## src/rtl/rot_seq_pkg.sv

```systemverilog
// Shared types and constants for the rotation matrix sequencer: state encoding,
// element/selection widths and the Q13.20 unity constant.
package rot_seq_pkg;

  localparam int SEL_W      = 3;
  localparam int DATA_W     = 33;
  localparam int N_ELEM     = 8;
  localparam int ANGLE_MAX  = 6;
  localparam int SETTLE_CYC = 2;
  localparam int SAMPLE_LAT = 1;
  localparam int TMR_W      = 4;

  localparam logic [DATA_W-1:0] ONE = 33'h0_0010_0000;

  typedef enum logic [2:0] {
    ST_IDLE,
    ST_SETTLE,
    ST_SAMPLE,
    ST_HOLD,
    ST_FINISH
  } state_e;

endpackage

```

## src/rtl/rot_seq_timer.sv

```systemverilog
// Loadable down-counter shared by the settle and sample phases; expired is high
// in the last counted cycle so a load of N gives an N-cycle phase.
module rot_seq_timer #(
  parameter int CNT_W = 4
) (
  input  logic             clk,
  input  logic             rst_n,
  input  logic             load,
  input  logic [CNT_W-1:0] load_val,
  output logic             expired
);

  logic [CNT_W-1:0] count_q, count_d;

  always_comb begin
    count_d = count_q;
    if (load) begin
      count_d = load_val;
    end else if (count_q != '0) begin
      count_d = count_q - 1'b1;
    end
  end

  always_ff @(posedge clk or negedge rst_n) begin
    if (!rst_n) begin
      count_q <= '0;
    end else begin
      count_q <= count_d;
    end
  end

  assign expired = (count_q <= CNT_W'(1));

endmodule

```

## src/rtl/rotation_matrix_sequencer.sv

```systemverilog
// Sequences matrix_product for one rotation request and streams the captured
// Q13.20 elements downstream. Optional replay cache: ROT_SEQ_CACHE_EN.
module rotation_matrix_sequencer
  import rot_seq_pkg::*;
(
  input  logic              clk,
  input  logic              reset,
  input  logic              start,
  input  logic [2:0]        aci,
  output logic              busy,
  output logic              done,
  output logic              err,
  output logic [2:0]        mp_aci,
  output logic [SEL_W-1:0]  mp_selection,
  input  logic [DATA_W-1:0] mp_value,
  output logic              out_valid,
  input  logic              out_ready,
  output logic [SEL_W-1:0]  out_index,
  output logic [DATA_W-1:0] out_data
);

  state_e state_q, state_d;

  logic [2:0]        mp_aci_q, mp_aci_d;
  logic [SEL_W-1:0]  mp_sel_q, mp_sel_d;
  logic [SEL_W-1:0]  out_index_q, out_index_d;
  logic [DATA_W-1:0] out_data_q, out_data_d;
  logic              out_valid_q, out_valid_d;
  logic              err_q, err_d;

  logic             tmr_load;
  logic [TMR_W-1:0] tmr_val;
  logic             tmr_exp;

  logic              accept, reject, hs, last, hit, replay;
  logic [DATA_W-1:0] cache_rd;

  assign accept = (state_q == ST_IDLE) && start && (aci <= 3'(ANGLE_MAX));
  assign reject = (state_q == ST_IDLE) && start && (aci > 3'(ANGLE_MAX));
  assign hs     = (state_q == ST_HOLD) && out_valid_q && out_ready;
  assign last   = (out_index_q == SEL_W'(N_ELEM - 1));

  rot_seq_timer #(.CNT_W(TMR_W)) u_timer (
    .clk      (clk),
    .rst_n    (reset),
    .load     (tmr_load),
    .load_val (tmr_val),
    .expired  (tmr_exp)
  );

`ifdef ROT_SEQ_CACHE_EN
  logic [DATA_W-1:0] cache_q [N_ELEM];
  logic [2:0]        cache_ang_q, cache_ang_d;
  logic              cache_vld_q, cache_vld_d;
  logic              replay_q, replay_d;
  logic [SEL_W-1:0]  rd_idx;

  assign hit      = cache_vld_q && (aci == cache_ang_q);
  assign replay   = replay_q;
  assign rd_idx   = (state_q == ST_IDLE) ? '0 : out_index_q + 1'b1;
  assign cache_rd = cache_q[rd_idx];

  // Cache contents are only trusted once a full sweep has completed.
  always_comb begin
    cache_ang_d = cache_ang_q;
    cache_vld_d = cache_vld_q;
    replay_d    = replay_q;
    if (reject || (accept && !hit)) begin
      cache_vld_d = 1'b0;
    end
    if (accept) begin
      replay_d = hit;
    end
    if ((state_q == ST_FINISH) && !replay_q) begin
      cache_vld_d = 1'b1;
      cache_ang_d = mp_aci_q;
    end
  end

  always_ff @(posedge clk or negedge reset) begin
    if (!reset) begin
      cache_ang_q <= '0;
      cache_vld_q <= 1'b0;
      replay_q    <= 1'b0;
    end else begin
      cache_ang_q <= cache_ang_d;
      cache_vld_q <= cache_vld_d;
      replay_q    <= replay_d;
    end
  end

  always_ff @(posedge clk) begin
    if ((state_q == ST_SAMPLE) && tmr_exp) begin
      cache_q[mp_sel_q] <= mp_value;
    end
  end
`else
  assign hit      = 1'b0;
  assign replay   = 1'b0;
  assign cache_rd = '0;
`endif

  always_ff @(posedge clk or negedge reset) begin
    if (!reset) begin
      state_q     <= ST_IDLE;
      mp_aci_q    <= '0;
      mp_sel_q    <= '0;
      out_index_q <= '0;
      out_data_q  <= '0;
      out_valid_q <= 1'b0;
      err_q       <= 1'b0;
    end else begin
      state_q     <= state_d;
      mp_aci_q    <= mp_aci_d;
      mp_sel_q    <= mp_sel_d;
      out_index_q <= out_index_d;
      out_data_q  <= out_data_d;
      out_valid_q <= out_valid_d;
      err_q       <= err_d;
    end
  end

  always_comb begin
    state_d = state_q;
    case (state_q)
      ST_IDLE:   if (accept) state_d = hit ? ST_HOLD : ST_SETTLE;
      ST_SETTLE: if (tmr_exp) state_d = ST_SAMPLE;
      ST_SAMPLE: if (tmr_exp) state_d = ST_HOLD;
      ST_HOLD:   if (hs) state_d = last ? ST_FINISH : (replay ? ST_HOLD : ST_SAMPLE);
      ST_FINISH: state_d = ST_IDLE;
      default:   state_d = ST_IDLE;
    endcase
  end

  always_comb begin
    tmr_load    = 1'b0;
    tmr_val     = TMR_W'(SAMPLE_LAT);
    mp_aci_d    = mp_aci_q;
    mp_sel_d    = mp_sel_q;
    out_index_d = out_index_q;
    out_data_d  = out_data_q;
    out_valid_d = out_valid_q;
    err_d       = reject;
    case (state_q)
      ST_IDLE: begin
        if (accept && hit) begin
          out_valid_d = 1'b1;
          out_index_d = '0;
          out_data_d  = cache_rd;
        end else if (accept) begin
          mp_aci_d = aci;
          mp_sel_d = '0;
          tmr_load = 1'b1;
          tmr_val  = TMR_W'(SETTLE_CYC);
        end
      end
      ST_SETTLE: begin
        tmr_load = tmr_exp;
      end
      ST_SAMPLE: begin
        if (tmr_exp) begin
          out_data_d  = mp_value;
          out_index_d = mp_sel_q;
          out_valid_d = 1'b1;
        end
      end
      ST_HOLD: begin
        if (hs) begin
          out_valid_d = 1'b0;
          if (!last && replay) begin
            out_valid_d = 1'b1;
            out_index_d = out_index_q + 1'b1;
            out_data_d  = cache_rd;
          end else if (!last) begin
            mp_sel_d = mp_sel_q + 1'b1;
            tmr_load = 1'b1;
          end
        end
      end
      default: ;
    endcase
  end

  always_comb begin
    busy         = (state_q == ST_SETTLE) || (state_q == ST_SAMPLE) || (state_q == ST_HOLD);
    done         = (state_q == ST_FINISH);
    err          = err_q;
    mp_aci       = mp_aci_q;
    mp_selection = mp_sel_q;
    out_valid    = out_valid_q;
    out_index    = out_index_q;
    out_data     = out_data_q;
  end

endmodule
```

## config.mk

```make
export PLATFORM = sky130hd
export DESIGN_NAME = rotation_matrix_sequencer
export DESIGN_NICKNAME = d
export VERILOG_FILES = /design/src/rtl/rot_seq_pkg.sv /design/src/rtl/rot_seq_timer.sv /design/src/rtl/rotation_matrix_sequencer.sv
export SDC_FILE = /design/constraint.sdc
export NUM_CORES = 1
export LEC_CHECK = 0
export CORE_MARGIN = 2
export CORE_UTILIZATION = 31
export DETAILED_ROUTE_END_ITERATION = 10
export GPL_ROUTABILITY_DRIVEN = 1
export SETUP_SLACK_MARGIN = 0.3
export SLEW_MARGIN = 10
export SYNTH_ARGS = -nofsm -noshare
export SYNTH_HDL_FRONTEND = slang
export SYNTH_HIERARCHICAL = 1
export SYNTH_SLANG_ARGS = --single-unit
```

## constraint.sdc

```tcl
create_clock -name clk -period 2.53 [get_ports clk]
set_input_delay 0.253 -clock clk [delete_from_list [all_inputs] [get_ports clk]]
set_output_delay 0.253 -clock clk [all_outputs]
set_load 0.03 [all_outputs]
```

# == Word level (Yosys, flattened, before mapping) ==
# Cells that the tools add are included.
# totals
out_inout_bits,46
wordCells,61
in_bits,40
ff_bits,51
# op_classes
n_addsub,2
n_reduce_logical,17
magnitude_cmp,3
n_eq_ne,10
mux,21
# ops
operator,n
$mux W3,8
$pmux W3 S4,1
$ne A2 B2 Y1 const B,5
$mux W4,2
$reduce_and A4 Y1,2
$eq A3 B2 Y1 const B,2
$eq A3 B3 Y1 const B,2
$pmux W3 S2,1
$reduce_bool A2 Y1,3
$logic_and A1 B1 Y1,5
$mux W1,5
$le A4 B1 Y1 const B,1
$mux W2,2
$reduce_and A2 Y1,2
$reduce_bool A4 Y1,1
$sub A4 B1 Y4 const B,1
$add A3 B1 Y3 const B,1
$eq A3 B1 Y1 const B,1
$gt A3 B3 Y1 const B,1
$le A3 B3 Y1 const B,1
$logic_not A3 Y1,1
$pmux W1 S3,1
$reduce_and A3 Y1,1
$logic_or A1 B1 Y1,2
$pmux W1 S2,1

# == Logic depth before layout (Yosys ltp) ==
# Gate-level depths: netlist of the first run.
# logic_depth
depth_word,6
mapped_depth,9
ltp_nobuf,8

# == Hierarchy ==
# The synthesis of the first run kept the hierarchy.
# by_module_without_submodules
mod,cells_each,seq_area_each_um2,area_each_um2,instances
rotation_matrix_sequencer,131,1176.1,1913.1,1
rot_seq_timer,25,100.1,254.0,1

# == Worst setup path after synthesis of the first run ==
# OpenSTA, ideal clock, no wires.
# synth_path
path_type,flip-flop to flip-flop
from,reg u_timer.count_q[0]
to,"reg out_data_q[0], in the netlist out_data[0]"
required_ns,2.405
n_path_buf,1
setup_ns,0.125
t_arrival_ns,2.116
synth_period_minus_slack_ns,2.241
path_stages_with_launch,9
slack_ns,0.289
path_cell_list,dfrtp_1 > inv_1 > ha_1 > nor2_1 > nor3_1 > inv_1 > nor4_4 > buf_6 > mux2_2
# synth_between
elab_chain_cells,2
# synth_lines
item,line_no,source
from (decl),rot_seq_timer.sv:13,"logic [CNT_W-1:0] count_q, count_d;"
from (signal assigned),rot_seq_timer.sv:28,count_q <= count_d;
$le A4 B1 Y1,rot_seq_timer.sv:32,assign expired = (count_q <= CNT_W'(1));
via tmr_exp,rotation_matrix_sequencer.sv:33,logic tmr_exp;
$reduce_and A2 Y1 (no source line),n/a,
to (signal assigned),rotation_matrix_sequencer.sv:117,out_data_q <= out_data_d;
to (decl),rotation_matrix_sequencer.sv:27,"logic [DATA_W-1:0] out_data_q, out_data_d;"
# The timed path passes the listed nets, and every way through them passes these cells.
# A chain may end at the register's enable or synchronous reset.

# == Final worst setup path of the first run ==
# layout_path
from,reg u_timer.count_q[1]
to,"reg out_data_q[17], in the netlist out_data[17]"
# Same word-level chain as after synthesis.

==> results of run 1 <==
cells in the mapped netlist, drive strengths merged, types with 2 or more instances:
| library cell | n | area (sq um) |
|---|---|---|
| o22a | 3 | 26.3 |
| nand3 | 4 | 20.0 |
| dfrtp | 51 | 1280 |
| nor3 | 4 | 20.0 |
| nor2 | 4 | 15.0 |
| and3 | 2 | 12.5 |
| buf | 4 | 38.8 |
| clkbuf | 3 | 11.3 |
| mux2 | 38 | 428 |
| ha | 3 | 37.5 |
| nor4 | 2 | 27.5 |
| inv | 6 | 22.5 |
| o21ai | 6 | 30.0 |
| nand2 | 5 | 18.8 |
| a21oi | 2 | 10.0 |
| nor3b | 2 | 26.3 |
| mux2i | 4 | 40.0 |
layout by cell type, fill, tap and decap left out, types with 2 or more instances in the layout:
cell type	count
mux2_1	3
mux2_2	35
buf_2	2
conb_1	2
nand2_1	5
mux2i_1	4
a21oi_1	2
nand3_1	4
clkdlybuf4s50_1	84
clkbuf_8	7
buf_4	6
and3_1	2
o21ai_0	6
nor2_1	4
inv_1	3
o22a_1	3
ha_1	2
inv_2	3
nor3_1	3
dfrtp_1	51
routing by layer:
layer  track usage  wire [um]  up-vias
met4        0.0420         66        0
met1         0.154       2060      733
met5             0          0        -
met3        0.0386        331        8
li1              -          -      741
met2         0.189       2010       55
metrics by stage:
step / power (uW) / instance area [sq um] / hold slack [ns]
2_1_floorplan: 2930 / 2180 / -0.0426
3_3_place_gp: 3850 / 3140 / 0.421
3_5_place_dp: 3890 / 3140 / 0.417
4_1_cts: 4430 / 3260 / 0.0764
5_1_grt: 4680 / 3290 / 0.109
6_report: 4390 / 3290 / 0.0412
kinds of logic (layout without fill, tap and decap cells):
family          Yosys count  in the layout  synth area share
compound gates           16             16            0.0508
xor+xnor                  1              1           0.00404
fa+ha+maj                 3              3            0.0173
buf+inv                  13            108            0.0335
flops                    51             51             0.589
mux                      42             42             0.216
other cells               1              2           0.00173
simple gates             29             29            0.0878
final cells by class:
cell class / count / area [sq um] / area share
inverter: 6 / 22.5 / 0.00685
timing repair buffer: 94 / 927 / 0.282
clock inverter: 1 / 7.51 / 0.00228
sequential: 51 / 1280 / 0.388
multi-input combinational: 93 / 837 / 0.255
clock buffer: 7 / 96.3 / 0.0293
tap: 96 / 120 / 0.0365
repair_timing:
| item | in CTS | in global routing |
|---|---|---|
| endpoints found under the hold margin | 0 | 0 |
| setup endpoints to repair | 4 | 36 |
| setup buffers | 0 | 1 |
| pin swaps | 0 | 1 |
| gates cloned | 0 | 1 |
| resized for setup | 2 | 6 |
worst min path at each step:
stage / from / to / depth (start not counted)
finish: reset / out_data[10] / 2
global route: reset / mp_aci[0] / 2
CTS: reset / out_data[10] / 2
detailed placement: reset / err / 2
global placement: reset / out_data[10] / 2
floorplan: reset / err / 0
sequential cells by signal, summed over array words and instances (netlist names):
| register | cells |
|---|---|
| u_timer/count_q | 4 |
| mp_aci | 3 |
| out_valid | 1 |
| out_index | 3 |
| err | 1 |
| state_q | 3 |
| out_data | 33 |
| mp_selection | 3 |
power groups by stage:
stage	combinational [uW]	clock (uW)	sequential (uW)
after floorplan	797	0	2130
after global placement	2380	0	1470
after detailed placement	2400	0	1490
after CTS	2410	545	1480
after global routing	2580	571	1530
final	2410	517	1470
==> key figures, run 1 <==
Timing
  • RSZ-0062 raised after global routing: false
  • Period utilization: 0.815
  • Clk_skew: about 0.0067 ns
  • Fmax: a little under 0.5 GHz
  • Final hold violations: 0
  • Final Max Tran Viols: 0
  • Fin crit period: slightly above 2 ns
  • Worst-Margin Slew: ~0.65 ns
  • Worst slew margin: 0.568
  • Final setup vio count: 0
  • Setup_tns: 0 ns
  • Setup WS post-layout: roughly 0.47 ns

Die
  • Full die area: between 7000 and 8000 sq um
  • Die Wd: 87.6 um
  • Die height: just under 90 um
  • Core area: between 6000 and 7000 sq um
  • Top-level I/O count: 86
  • Row cnt: 30
  • Starting density of the core: 0.319

Layout
  • Share of post-route cells with drive strength above 1: 0.246
  • Non-Filler Instances: 348
  • N_diodes: 0
  • Area delta synth->final: 51.7%
  • Fillers: roughly 620
  • Fin util: 0.484
  • Fin nets: 294

Clock tree
  • Clock sinks: between 50 and 60
  • Clock Path Buffers: 2
  • H-tree levels: 2
  • Root Buffer: clkbuf_8
  • Cts hold-fix bufs: 0
  • Num CTS Buffers: 5
  • Worst-path clk slew: around 0.090 ns
  • TritonCTS clock tree: built
  • Clock latency on the worst-skew pair: 0.30 ns

Job
  • Max_cap viols: 0

Synth
  • Number of synthesized flops with an enable pin: 0
  • Sequential share of the synthesized area: 0.589
  • Post-Syn Instances: between 150 and 200
  • Seq cells post-synth: 51
  • Syn Std Cell Area: approximately 2200 sq um
  • Top FF cell, synth: dfrtp_1
  • Async set-or-reset flop fraction in the synthesized netlist: 1.00
  • Yosys warns: 6
  • Distinct cells, synth: 35
  • Syn_area_per_cell: roughly 14 sq um

Routing
  • DRC errors left: 0
  • DRT Pass-1 Iters: 4
  • Routed Wire Length: approximately 4500 um
  • Wire per inst: 12.9 um
  • Routed Antenna Nets: 0
  • Vias/cell: ~4.4
  • DR iter-0 viols: around 40
  • Vias: between 1,500 and 2,000

Worst setup path
  • CP Class: register to register
  • Worst setup EP type: register
  • Cell Chain, Critical Path: inv_1 -> ha_2 -> nor2_1 -> nor3_2 -> buf_4 -> inv_1 -> nor4_4 -> buf_4 -> buf_6 -> mux2_2
  • Depth of the worst register-to-register path: 10
  • R2R Setup Slk: between 0.4 and 0.5 ns
  • CP Max Fanout: 8
  • CP required: about 2.7 ns
  • Critical Path Stages: 10
  • CP arrival: 2.25 ns
  • Crit. Startpoint: u_timer/count_q[1]
  • CP Launch Type: register
  • RR Startpoint: u_timer/count_q[1]
  • Worst setup path end: out_data[17]
  • CP max stage delay: between 0.3 and 0.4 ns
  • Worst-path cell with the longest stage delay: dfrtp_1
  • Buf+Inv Stages, Crit Path: 5
  • FF-to-FF End: out_data[17]
  • CP top delay family: buffers and inverters

Pwr
  • Peak supply drop: between 500 and 600 uV
  • Sw Pwr: 1750 uW
  • Seq pwr share: 0.334
  • Clock power frac: 0.118
  • Logic pwr share: 0.548
  • Internal Power: ~2600 uW
  • Pwr/cell area: 1340 nW/um^2
  • Leakage: 0.00138 uW
  • Switching Share: 0.398

Worst hold path
  • Worst Hold Class: input pin to asynchronous set/reset pin

Place
  • Placer Congestion: about 0.67
  • IO Port Bufs: 85
  • Post-DP HPWL: 3240 um
  • Worst slack, placed: -0.0818 ns
  • Placed insts: 338

Global route
  • First-pass GRT wire length: 7090 um
  • Largest net degree at the start of global routing: 52
  • Initial antenna violation count: 0
  • Grt total ovfl: 0
  • GRT Overall Usage: 0.119
  • Vias in the first global route: roughly 1,500

Run status
  • Status: finished clean
(Power assumes the default switching activity.)
==> inputs of run 2 (changes only) <==
clock period = 2.1 ns   (was 2.53 ns; I/O delays follow)
==> run 2 against run 1 <==
  * Clock skew down 0.0024 ns
  * Clock power up 17%
  * Cell count up 5.5%
  * Routed wire length up 19%
  * Combinational power up 51%
  * Via count up 7.5%
  * Clock-buffer cell count unchanged
  * Setup slack worse by 0.34 ns
  * Critical path depth unchanged
  * Sequential power up 20%
  * Non-clock buffer count up 19
  * First-iteration DRC count down 7.3%
  * Highest routed layer unchanged
==> key figures, run 2 (same netlist as run 1, synthesis figures left out) <==
Layout
  • Area delta synth->final: 69.2%
  • Share of post-route cells with drive strength above 1: 0.317
  • Final instance area: approximately 3700 sq um
  • Commonest non-fill, non-tap cell in the layout: clkdlybuf4s50_1
  • N_diodes: 0
  • Fillers: 583
  • Most frequent cells in the layout: clkdlybuf4s50_1, dfrtp_1, mux2_4
  • Fin util: 0.540
  • Max reg flops: 33
  • Fin nets: approximately 310

Global route
  • First-pass GRT wire length: around 8400 um
  • GRT Overall Usage: 0.142
  • Vias in the first global route: 1,700
  • GRT met1 Usage: 0.185
  • Grt met3 use: 0.0368
  • Largest net degree at the start of global routing: 29
  • Initial antenna violation count: 0
  • Grt peak-use layer: met2
  • Met2 Track Usage GR: 0.228
  • Grt total ovfl: 0

Worst setup path
  • CP required: around 2.3 ns
  • CP Launch Type: register
  • CP arrival: around 2.2 ns
  • CP Class: register to register
  • CP Max Fanout: 6
  • Depth of the worst register-to-register path: 10
  • Worst setup EP type: register

Place
  • Placed inst area: 3240 sq um
  • Post-DP HPWL: roughly 3500 um
  • Placer Congestion: 0.688
  • IO Port Bufs: 85

Run status
  • Status: finished clean

Timing
  • Setup_tns: 0 ns
  • Fmax: 0.508 GHz
  • Final setup vio count: 0
  • Final hold violations: 0
  • Hold Slack: roughly 0.44 ns
  • Period utilization: 0.938
  • Worst slew margin: 0.600
  • Fin crit period: ~2 ns
  • Clk_skew: between 0.004 and 0.005 ns
  • Final Max Tran Viols: 0
  • Worst-Margin Slew: between 0.6 and 0.7 ns
  • RSZ-0062 raised after global routing: true

Clock tree
  • Worst-path clk slew: 0.10 ns
  • TritonCTS clock tree: built
  • Clock sinks: 51
  • Root Buffer: clkbuf_8
  • Clock latency on the worst-skew pair: around 0.30 ns
  • H-tree levels: 2
  • Clock Path Buffers: 2
  • Num CTS Buffers: 5

Die
  • Core area: 6790 sq um
  • Top-level I/O count: between 80 and 90
  • Die Wd: 87.6 um
  • Starting density of the core: 0.319
  • Full die area: about 7700 sq um
  • Row cnt: 30
  • Die height: just under 90 um

Pwr
  • Sw Pwr: 2320 uW
  • Internal Power: approximately 3700 uW
  • Leakage: 0.00159 uW
  • Tot Pwr: around 6000 uW
  • Switching Share: 0.387
  • Peak supply drop: approximately 930 uV
  • Seq pwr share: 0.293
  • Logic pwr share: 0.606
  • Clock power frac: 0.101
  • Pwr/cell area: around 1600 nW/um^2

Routing
  • Wire per inst: between 10 and 15 um
  • Routed Wire Length: ~5300 um
  • Vias/cell: 4.50
  • Vias: approximately 1,700
  • Routed Antenna Nets: 0
  • DR iter-0 viols: 38
  • DRC errors left: 0
  • DRT Pass-1 Iters: 4

Job
  • Max_cap viols: 0

Worst hold path
  • Worst Hold Class: input pin to asynchronous set/reset pin
## run 2: what timing repair did
action / in CTS / in global routing
hold endpoints to repair: 23 / 0
hold buffers: 1 / 0
gates resized for setup: 35 / 23
pin swaps: 1 / 3
cloned: 2 / 0
endpoints found under the setup margin: 41 / 41
buffers inserted: 8 / 1
## run 2: worst max-delay path, cell delays in order (launching register included)
cell and delay, ns:
dfrtp_1 0.45, inv_2 0.10, ha_4 0.13, nor2_2 0.03, nor3_2 0.18, buf_4 0.15, nand2_2 0.05, o311ai_1 0.27
buf_4 0.19, nor3_2 0.04, a221o_1 0.29
## run 2: power by group through the flow
stage / registers [uW] / clock network (uW) / logic, uW
floorplan: 2570 / 0 / 989
global route: 1820 / 668 / 3850
global placement: 1750 / 0 / 3040
CTS: 1740 / 631 / 3490
detailed placement: 1750 / 0 / 3070
finish: 1760 / 607 / 3640
## run 2: worst paths after layout
check / startpoint / to / slack, ns
worst max-delay path: u_timer/count_q[0] / u_timer/count_q[3] / 0.13
worst min-delay path: reset / mp_aci[2] / 0.44
worst max register to register: u_timer/count_q[0] / u_timer/count_q[3] / 0.13
worst min register to register: mp_aci[2] / mp_aci[2] / 0.50
max in group asynchronous: reset / out_data[8] / 1.09
min in group clk: mp_aci[2] / mp_aci[2] / 0.50
## run 2: routing by layer
layer	wire length [um]	vias to the layer above
met4	74	0
met2	2480	55
met5	0	-
met1	2460	809
met3	290	6
li1	-	782
## run 2: final cells by class
class | count | area [sq um] | area share
repair buffers | 113 | 1160 | 0.317
clock inverters | 1 | 8.76 | 0.00239
inverters | 6 | 22.5 | 0.00614
flip-flops and latches | 51 | 1280 | 0.348
well taps | 96 | 120 | 0.0328
clock buffers | 7 | 86.3 | 0.0235
multi-input cells | 93 | 990 | 0.270
## run 2: metrics by stage
stage	setup slack (ns)	instances
finish	0.130	367
global route	0.0330	367
CTS	0.153	366
detailed placement	0.00100	347
global placement	0.0322	347
floorplan	-0.0658	157
==> inputs of run 3 (changes only) <==
SKIP_CTS_REPAIR_TIMING = 1   (was default)
==> run 3 against run 2 <==
  * Clock-buffer cell count is the same
  * Die area is the same
  * First-iteration DRC count shrank 24%
  * Maximum frequency shrank 4.2%
  * Sequential share of layout area grew 1.9 points
  * Register-to-register slack lost 0.09 ns
  * Critical path type unchanged
  * Non-clock buffer count shrank 2
  * Utilization shrank 2.7 points
  * Sequential power is essentially flat
  * Design area shrank 5.0%
  * Clock power shrank 2%
  * Via count shrank 1.8%
==> key figures, run 3 (same netlist as run 1, synthesis figures left out) <==
Timing
  • Worst-Margin Slew: 0.594 ns
  • Final setup vio count: 0
  • Period utilization: 0.979
  • Worst slew margin: 0.604
  • Fin crit period: just over 2 ns
  • RSZ-0062 raised after global routing: true
  • Fmax: 0.486 GHz
  • Final Max Tran Viols: 0
  • Final hold violations: 0
  • Clk_skew: around 0.0067 ns
  • Setup WS post-layout: 0.0433 ns

Worst setup path
  • CP Class: register to register
  • Top cell by count, worst path: buf_4
  • Cell Chain, Critical Path: inv_2 -> ha_4 -> nor2_2 -> nor3_2 -> buf_4 -> nand2_2 -> o311ai_1 -> buf_4 -> nor3_1 -> a221o_1
  • RR Startpoint: u_timer/count_q[0]
  • CP max stage delay: 0.45 ns
  • CP required: 2.29 ns
  • Worst setup EP type: register
  • CP Launch Type: register
  • CP Max Fanout: 8
  • Crit. Startpoint: u_timer/count_q[0]
  • Worst-path cell with the longest stage delay: dfrtp_1
  • CP arrival: between 2 and 2.5 ns

Clock tree
  • Clock latency on the worst-skew pair: roughly 0.30 ns
  • Root Buffer: clkbuf_8
  • Clock Path Buffers: 2
  • H-tree levels: 2
  • Clock sinks: 51
  • Worst-path clk slew: 0.09 ns
  • Num CTS Buffers: 5
  • TritonCTS clock tree: built

Pwr
  • Clock power frac: 0.107
  • Internal Power: approximately 3400 uW
  • Pwr/cell area: approximately 1600 nW/um^2
  • Switching Share: 0.398
  • Peak supply drop: ~900 uV
  • Logic pwr share: 0.583
  • Seq pwr share: 0.310
  • Sw Pwr: ~2200 uW
  • Leakage: ~0.0015 uW

Routing
  • DRT Pass-1 Iters: 4
  • Vias/cell: about 4.4
  • DR iter-0 viols: 29
  • Vias: ~1,600
  • Routed Antenna Nets: 0
  • Wire per inst: between 10 and 15 um
  • Routed Wire Length: 4930 um
  • DRC errors left: 0

Die
  • Row cnt: 30
  • Full die area: 7680 sq um
  • Die Wd: roughly 90 um
  • Core area: about 6800 sq um
  • Top-level I/O count: 86
  • Starting density of the core: 0.319
  • Die height: slightly below 90 um

Global route
  • Vias in the first global route: about 1,600
  • Initial antenna violation count: 0
  • Largest net degree at the start of global routing: 29
  • GRT Overall Usage: 0.128
  • Grt total ovfl: 0
  • First-pass GRT wire length: ~7600 um

Place
  • Post-DP HPWL: ~3500 um
  • Placer Congestion: ~0.69
  • Worst slack, placed: roughly 0.0010 ns
  • Placed inst area: about 3200 sq um
  • Placed insts: between 300 and 400
  • IO Port Bufs: 85

Layout
  • Fillers: 605
  • Share of post-route cells with drive strength above 1: 0.305
  • Area delta synth->final: 60.7%
  • Fin nets: about 310
  • Non-Filler Instances: 365
  • Commonest non-fill, non-tap cell in the layout: clkdlybuf4s50_1
  • Max reg flops: 33
  • Fin util: 0.513
  • Most frequent cells in the layout: clkdlybuf4s50_1, dfrtp_1, mux2_2
  • N_diodes: 0
  • Final instance area: between 3000 and 4000 sq um

Worst hold path
  • Worst Hold Class: input pin to asynchronous set/reset pin

Job
  • Max_cap viols: 0

Run status
  • Status: finished clean
run 3: cell count changes in the layout (fill, tap and decap cells not counted), moves of 2 or more:
cell / before / now
buf_12: 6 / 2
buf_4: 18 / 16
buf_6: 1 / 5
dlymetal6s2s_1: 0 / 2
mux2_1: 0 / 3
mux2_2: 4 / 35
mux2_4: 34 / 0
run 3: area by class of cell:
class | count | area (sq um) | area share
Clock buffer | 7 | 86.3 | 0.0248
Multi-Input combinational cell | 93 | 861 | 0.247
Inverter | 6 | 22.5 | 0.00647
Clock inverter | 1 | 8.76 | 0.00252
Sequential cell | 51 | 1280 | 0.367
Tap cell | 96 | 120 | 0.0345
Timing Repair Buffer | 111 | 1110 | 0.318
run 3: metrics by stage:
step                      power (uW)  setup TNS (ns)  hold WS (ns)
after floorplan                 3560           -1.94       -0.0856
after global placement          4790               0         0.248
after detailed placement        4820               0         0.261
after CTS                       5440               0       -0.0785
after global routing            5920         -0.0205         0.485
final                           5590               0         0.440
run 3: power by group through the flow:
stage	clock network [uW]	registers, uW	logic (uW)
5_1_grt	666	1800	3460
3_3_place_gp	0	1750	3040
4_1_cts	631	1730	3080
6_report	597	1730	3260
3_5_place_dp	0	1750	3070
2_1_floorplan	0	2570	989
run 3: layer usage:
layer | up-vias | share of wire | global-route usage
met5 | - | 0 | 0
met4 | 0 | 0.012 | 0.0503
met3 | 4 | 0.056 | 0.0368
met2 | 55 | 0.48 | 0.205
met1 | 781 | 0.45 | 0.163
li1 | 782 | - | -
run 3: critical path: cells and delay by family, from the launching register on:
| family | cells | cell delay, ns |
|---|---|---|
| buffers and inverters | 3 | 0.47 |
| adders and majority gates | 1 | 0.13 |
| DFF | 1 | 0.45 |
| AOI/OAI and AO/OA | 2 | 0.57 |
| and+or+nand+nor | 4 | 0.33 |
run 3: worst paths after layout:
path | slack [ns] | endpoint | depth (start not counted)
worst max-delay path | 0.04 | u_timer/count_q[3] | 10
min in group clk | 0.49 | out_data[2] | 1
worst max register to register | 0.04 | u_timer/count_q[3] | 10
max in group asynchronous | 1.09 | out_data[20] | 3
worst min register to register | 0.49 | out_data[2] | 1
worst min-delay path | 0.44 | mp_aci[2] | 2
